`config.mk`:
```
export PLATFORM = sky130hd
export DESIGN_NAME = car_detect
export DESIGN_NICKNAME = d
export VERILOG_FILES = /design/src/rtl/traffic_pkg.sv /design/src/rtl/car_debounce.sv /design/src/rtl/car_detect.sv
export SDC_FILE = /design/constraint.sdc
export NUM_CORES = 1
export LEC_CHECK = 0
export CAP_MARGIN = 20
export CORE_AREA = 2 2 39 41
export CTS_CLUSTER_DIAMETER = 100
export DETAILED_ROUTE_END_ITERATION = 7
export DIE_AREA = 0 0 41 43
export HOLD_SLACK_MARGIN = 0.12
export PLACE_DENSITY_LB_ADDON = 0.1
export SLEW_MARGIN = 20
export SYNTH_ARGS = -nofsm -noshare
export SYNTH_HDL_FRONTEND = slang
export SYNTH_SLANG_ARGS = --single-unit
```
`constraint.sdc`:
```
create_clock -name clk -period 2.3 [get_ports clk]
set_input_delay 0.575 -clock clk [delete_from_list [all_inputs] [get_ports clk]]
set_output_delay 0.575 -clock clk [all_outputs]
set_load 0.02 [all_outputs]
```
`src/rtl/traffic_pkg.sv`:
```
// Shared definitions for the traffic-light controller front end: FSM state encoding
// and default timing parameters for the vehicle detector.
package traffic_pkg;

    localparam logic [1:0] StIdle  = 2'd0;
    localparam logic [1:0] StReq   = 2'd1;
    localparam logic [1:0] StServe = 2'd2;

    localparam int unsigned DEB_CYC_DEF  = 4;
    localparam int unsigned MAX_WAIT_DEF = 16;

endpackage

```
`src/rtl/car_debounce.sv`:
```
// Two-flop synchronizer plus debounce counter for the raw loop-sensor level.
// The level only changes after DEB_CYC consecutive synchronized samples disagree with it.
module car_debounce
    import traffic_pkg::*;
#(
    parameter int unsigned DEB_CYC = DEB_CYC_DEF
) (
    input  logic clk,
    input  logic rst,
    input  logic raw,
    output logic level
);

    localparam int unsigned CntW = (DEB_CYC > 1) ? $clog2(DEB_CYC) : 1;

    logic            s1_q, s2_q;
    logic            level_q, level_d;
    logic [CntW-1:0] cnt_q, cnt_d;

    always_comb begin
        level_d = level_q;
        cnt_d   = '0;
        if (s2_q != level_q) begin
            if (cnt_q == CntW'(DEB_CYC - 1)) begin
                level_d = s2_q;
            end else begin
                cnt_d = cnt_q + CntW'(1);
            end
        end
    end

    always_ff @(posedge clk or negedge rst) begin
        if (!rst) begin
            s1_q    <= 1'b0;
            s2_q    <= 1'b0;
            level_q <= 1'b0;
            cnt_q   <= '0;
        end else begin
            s1_q    <= raw;
            s2_q    <= s1_q;
            level_q <= level_d;
            cnt_q   <= cnt_d;
        end
    end

    assign level = level_q;

endmodule

```
`src/rtl/car_detect.sv`:
```
// Vehicle detector front end: debounced sensor, held car request with grant handshake.
// Define CAR_DETECT_URGENT_EN to build the request aging counter and urgent flag.
module car_detect
    import traffic_pkg::*;
#(
    parameter int unsigned DEB_CYC  = DEB_CYC_DEF,
    parameter int unsigned MAX_WAIT = MAX_WAIT_DEF,
    parameter int unsigned WAIT_W   = 5
) (
    input  logic              clk,
    input  logic              rst,
    input  logic              loop_raw,
    input  logic              grant,
    output logic              present,
    output logic              car,
    output logic [WAIT_W-1:0] wait_cnt,
    output logic              urgent
);

    if (DEB_CYC < 1 || MAX_WAIT < 1 || MAX_WAIT >= (1 << WAIT_W)) begin : g_bad_params
        $error("car_detect: illegal DEB_CYC/MAX_WAIT/WAIT_W combination");
    end

    logic [1:0] state_q, state_d;

    car_debounce #(
        .DEB_CYC(DEB_CYC)
    ) u_debounce (
        .clk  (clk),
        .rst  (rst),
        .raw  (loop_raw),
        .level(present)
    );

    // A fallen present always wins over grant, in both REQ and SERVE.
    always_comb begin
        state_d = state_q;
        case (state_q)
            StIdle:  if (present) state_d = StReq;
            StReq: begin
                if (!present)   state_d = StIdle;
                else if (grant) state_d = StServe;
            end
            StServe: begin
                if (!present)    state_d = StIdle;
                else if (!grant) state_d = StReq;
            end
            default: state_d = StIdle;
        endcase
    end

    always_ff @(posedge clk or negedge rst) begin
        if (!rst) begin
            state_q <= StIdle;
        end else begin
            state_q <= state_d;
        end
    end

    assign car = (state_q != StIdle);

`ifdef CAR_DETECT_URGENT_EN
    logic [WAIT_W-1:0] wait_q, wait_d;

    // Age restarts when green ends with the car still there; frozen while served.
    always_comb begin
        wait_d = wait_q;
        if (state_d == StIdle) begin
            wait_d = '0;
        end else if (state_q == StServe && state_d == StReq) begin
            wait_d = '0;
        end else if (state_q == StReq && wait_q != WAIT_W'(MAX_WAIT)) begin
            wait_d = wait_q + WAIT_W'(1);
        end
    end

    always_ff @(posedge clk or negedge rst) begin
        if (!rst) begin
            wait_q <= '0;
        end else begin
            wait_q <= wait_d;
        end
    end

    assign wait_cnt = wait_q;
    assign urgent   = (state_q == StReq) && (wait_q == WAIT_W'(MAX_WAIT));
`else
    assign wait_cnt = '0;
    assign urgent   = 1'b0;
`endif

endmodule

```
; Yosys cells after proc, flatten, opt, wreduce, memory -nomap -nowiden
; Index checks and enable logic that the tools add are counted.
; W data, S select, Z words.
[totals]
ff_bits = 7
input_bits = 4
out_inout_bits = 8
word_cells = 25
[op_classes]
addsub = 1
n_eq_ne = 7
mux = 8
reduce_logical = 4
[ops]
columns = operator, count
row1 = $mux W2, 7
row2 = $ne A3 B3 Y1 const B, 2
row3 = $pmux W2 S3, 1
row4 = $eq A2 B2 Y1 const B, 2
row5 = $reduce_and A3 Y1, 1
row6 = $add A2 B1 Y2 const B, 1
row7 = $eq A2 B1 Y1 const B, 1
row8 = $logic_not A2 Y1, 1
row9 = $ne A2 B1 Y1 const B, 1
row10 = $reduce_and A2 Y1, 1
row11 = $reduce_bool A2 Y1, 1
row12 = $ne A1 B1 Y1, 1

; Logic depth before layout (Yosys ltp)
[depth]
word_depth = 3
depth_mapped = 2
ltp_nobuf = 2

; By module
; Synthesis repeated with hierarchy kept, for this count alone.
[hier_totals]
cells_unflattened = 25
hier_area_um2 = 310.3
[modules_own_cells]
columns = module, instances, cells_per_inst, area_per_inst_um2, seq_area_each_um2
row1 = car_debounce, 1, 10, 173.9, 125.1
row2 = car_detect, 1, 15, 136.4, 50.0

; Worst setup path after synthesis
; Ideal clock, no wire load.
[synth_timing]
path_kind = reg-to-output
from = reg state_q[1]
to = out car
t_arrival_ps = 662
required_time_ps = 1725
path_slack_ps = 1063
stages_incl_launch_ff = 2
n_path_buf = 0
cell_sequence = dfrtp_1 or2_4
[synth_via]
elab_chain_cells = 1
[synth_rtl]
columns = element, line_no
row1 = "start, declared", car_detect.sv:24  ; logic [1:0] state_q, state_d;
row2 = "start signal, assigned", car_detect.sv:54  ; state_q <= StIdle;
row3 = "start signal, assigned", car_detect.sv:56  ; state_q <= state_d;
row4 = $reduce_bool A2 Y1, car_detect.sv:60  ; assign car = (state_q != StIdle);
row5 = "end, declared", car_detect.sv:15  ; output logic car,
; No other way between the ends.

; Worst setup path in the final report
; Same ends and word-level chain as after synthesis.

==> out/summary.txt <==
critical path peak fanout: 3
Final setup viols: 0
IO Port Bufs: 5
total number of vias: 181
CTS buffer count: 3
Synth Warn #: 0
TritonCTS clock tree: built
post-layout util: 27.6%
met3 WL: 46 um
unrepaired setup endpoints after global routing: false
Post-CTS Setup Bufs: 0
total track usage: 7.49%
Worst-Skew Late Latency: 250 ps
Ports: 12
Worst Setup End Kind: output pin
share of cells above drive strength 1: 21.9%
Initial Util: 22.5%
GP Congestion: 0.598
commonest non-fill, non-tap cells in the layout: dfrtp_1, conb_1, clkdlybuf4s50_1
Area after DPL: 355 um2
top sig layer: met4
setup_tns: 0 ps
status: completed
Syn Area/Cell: 13.0 um2
non-filler cells, final: 48
worst vdd ir: 0.503 mV
post-synth cell types: 13
Final Max Slew Viols: 0
reg-to-reg startpoint: u_debounce.cnt_q[0]$_DFF_PN0_
routed vias/inst: 3.77
Total Power: 0.464 mW
first-pass detailed-route iteration total: 2
post-detailed-route wirelength per cell: 8.73 um
root buf cell: clkbuf_4
Hold-fix buffers, CTS: 0
routed length on met2: 200 um
antenna-violating nets left: 0
total wire length: 419 um
initial antenna violation count: 0
FP Rows: 14
Yosys top cell by area: dfrtp_1
fin area: 382 um2
Placed Cells incl. Taps: 44
M1 wire length: 156 um
total clock sinks: 7
total number of H-tree levels: 1
commonest non-fill, non-tap cell in the layout: dfrtp_1
Worst Hold Class: register to register
vias in the first global route: 197
initial drt markers: 1
cell area after synthesis: 312 um2
Residual DRC: 0
post-synthesis register bit count: 7
GRT overflow: 0
critical path arrival: 1440 ps
final hold vios: 0
Worst Slack Setup Final: 285 ps
P per Cell Area: 1220 nW/um2
Area Growth Syn to Fin: 22.5%
clock period minus worst slack: 2020 ps
maxcap violations: 0
min-delay src: u_debounce.s1_q$_DFF_PN0_
Period Utilization, post-route: 87.6%
critical path startpoint: state_q[1]$_DFFE_PN0P_
deepest clock path buffer count: 2
clk_skew: 5.53 ps
die area: 1760 um2
Die W: 41 um
sequential area share after synthesis: 56.2%
Setup WS pre-CTS: 547 ps
worst endpoint required time: 1730 ps
nets: 38
largest net degree at the start of global routing: 8
Die Y-Extent: 43 um
Cells after Synth: 24
Leakage Power: 0.186 nW
Fmax: 0.496 GHz
PostCTS Resize Cnt: 0
crit path launch type: register
post-synth top area share: 56.2%
WHS: 354 ps
Reg clk slew, reported paths: 50 ps
top cells by area, synth: dfrtp_1, buf_4, ha_1
Ant. Diodes: 0
core area: 1380 um2
CP Class: register to output pin
global-route wire length before repair: 752 um
logic make-up after synthesis:
group / count (synthesis) / synth area share (%)
AOI/OAI and AO/OA: 2 / 6.43
other: 1 / 1.20
muxes: 1 / 3.61
buffers and inverters: 6 / 14.5
adders and majority gates: 1 / 4.02
xor gates and xnor gates: 2 / 5.62
DFF: 7 / 56.2
and+or+nand+nor: 4 / 8.44
worst max-delay path: stages, from the launching register on:
cell and delay [ps]:
dfrtp_1 400, or2_4 260, clkdlybuf4s50_1 530
path summary, 6_finish.rpt:
path                                                     end  slack [ps]  cells after the start
worst max-delay path                                     car         280                      2
worst min-delay path               u_debounce.s2_q$_DFF_PN0_         350                      0
worst max register to register  u_debounce.level$_DFFE_PN0P_        1320                      2
worst min register to register     u_debounce.s2_q$_DFF_PN0_         350                      0
max in group asynchronous          u_debounce.s1_q$_DFF_PN0_        1480                      1
min in group asynchronous       u_debounce.level$_DFFE_PN0P_         580                      1
per-layer routing:
layer	GRT usage (%)	vias up
li1	-	82
met1	6.60	86
met2	9.38	11
met3	4.71	2
met4	10.0	0
met5	0	-
sequential cells by signal, summed over array words and instances (netlist names):
name and flops:
u_debounce.s1_q 1, u_debounce.cnt_q 2, u_debounce.level 1, state_q 2, u_debounce.s2_q 1
cells in the mapped netlist:
cell      count
dfrtp_1       7
buf_4         6
a21boi_2      1
a21o_2        1
and3_1        1
conb_1        1
ha_1          1
mux2_2        1
nor2b_1       1
nor3_1        1
or2_4         1
xnor2_1       1
xor2_1        1
final cells by class:
class,count,area (um2)
well taps,16,20.0
flip-flops and latches,7,175
clock buffers,4,26.3
fillers,135,1000
multi-input cells,16,110
repair buffers,5,50.0
power by group:
group | switching, mW | leakage (nW) | internal (mW)
Clock | 0.0419 | 0.0150 | 0.0660
Combinational | 0.0740 | 0.0842 | 0.0916
Sequential | 0.0291 | 0.0871 | 0.161
Total | 0.145 | 0.186 | 0.319
Note: power is estimated with default switching activity, not from simulation.
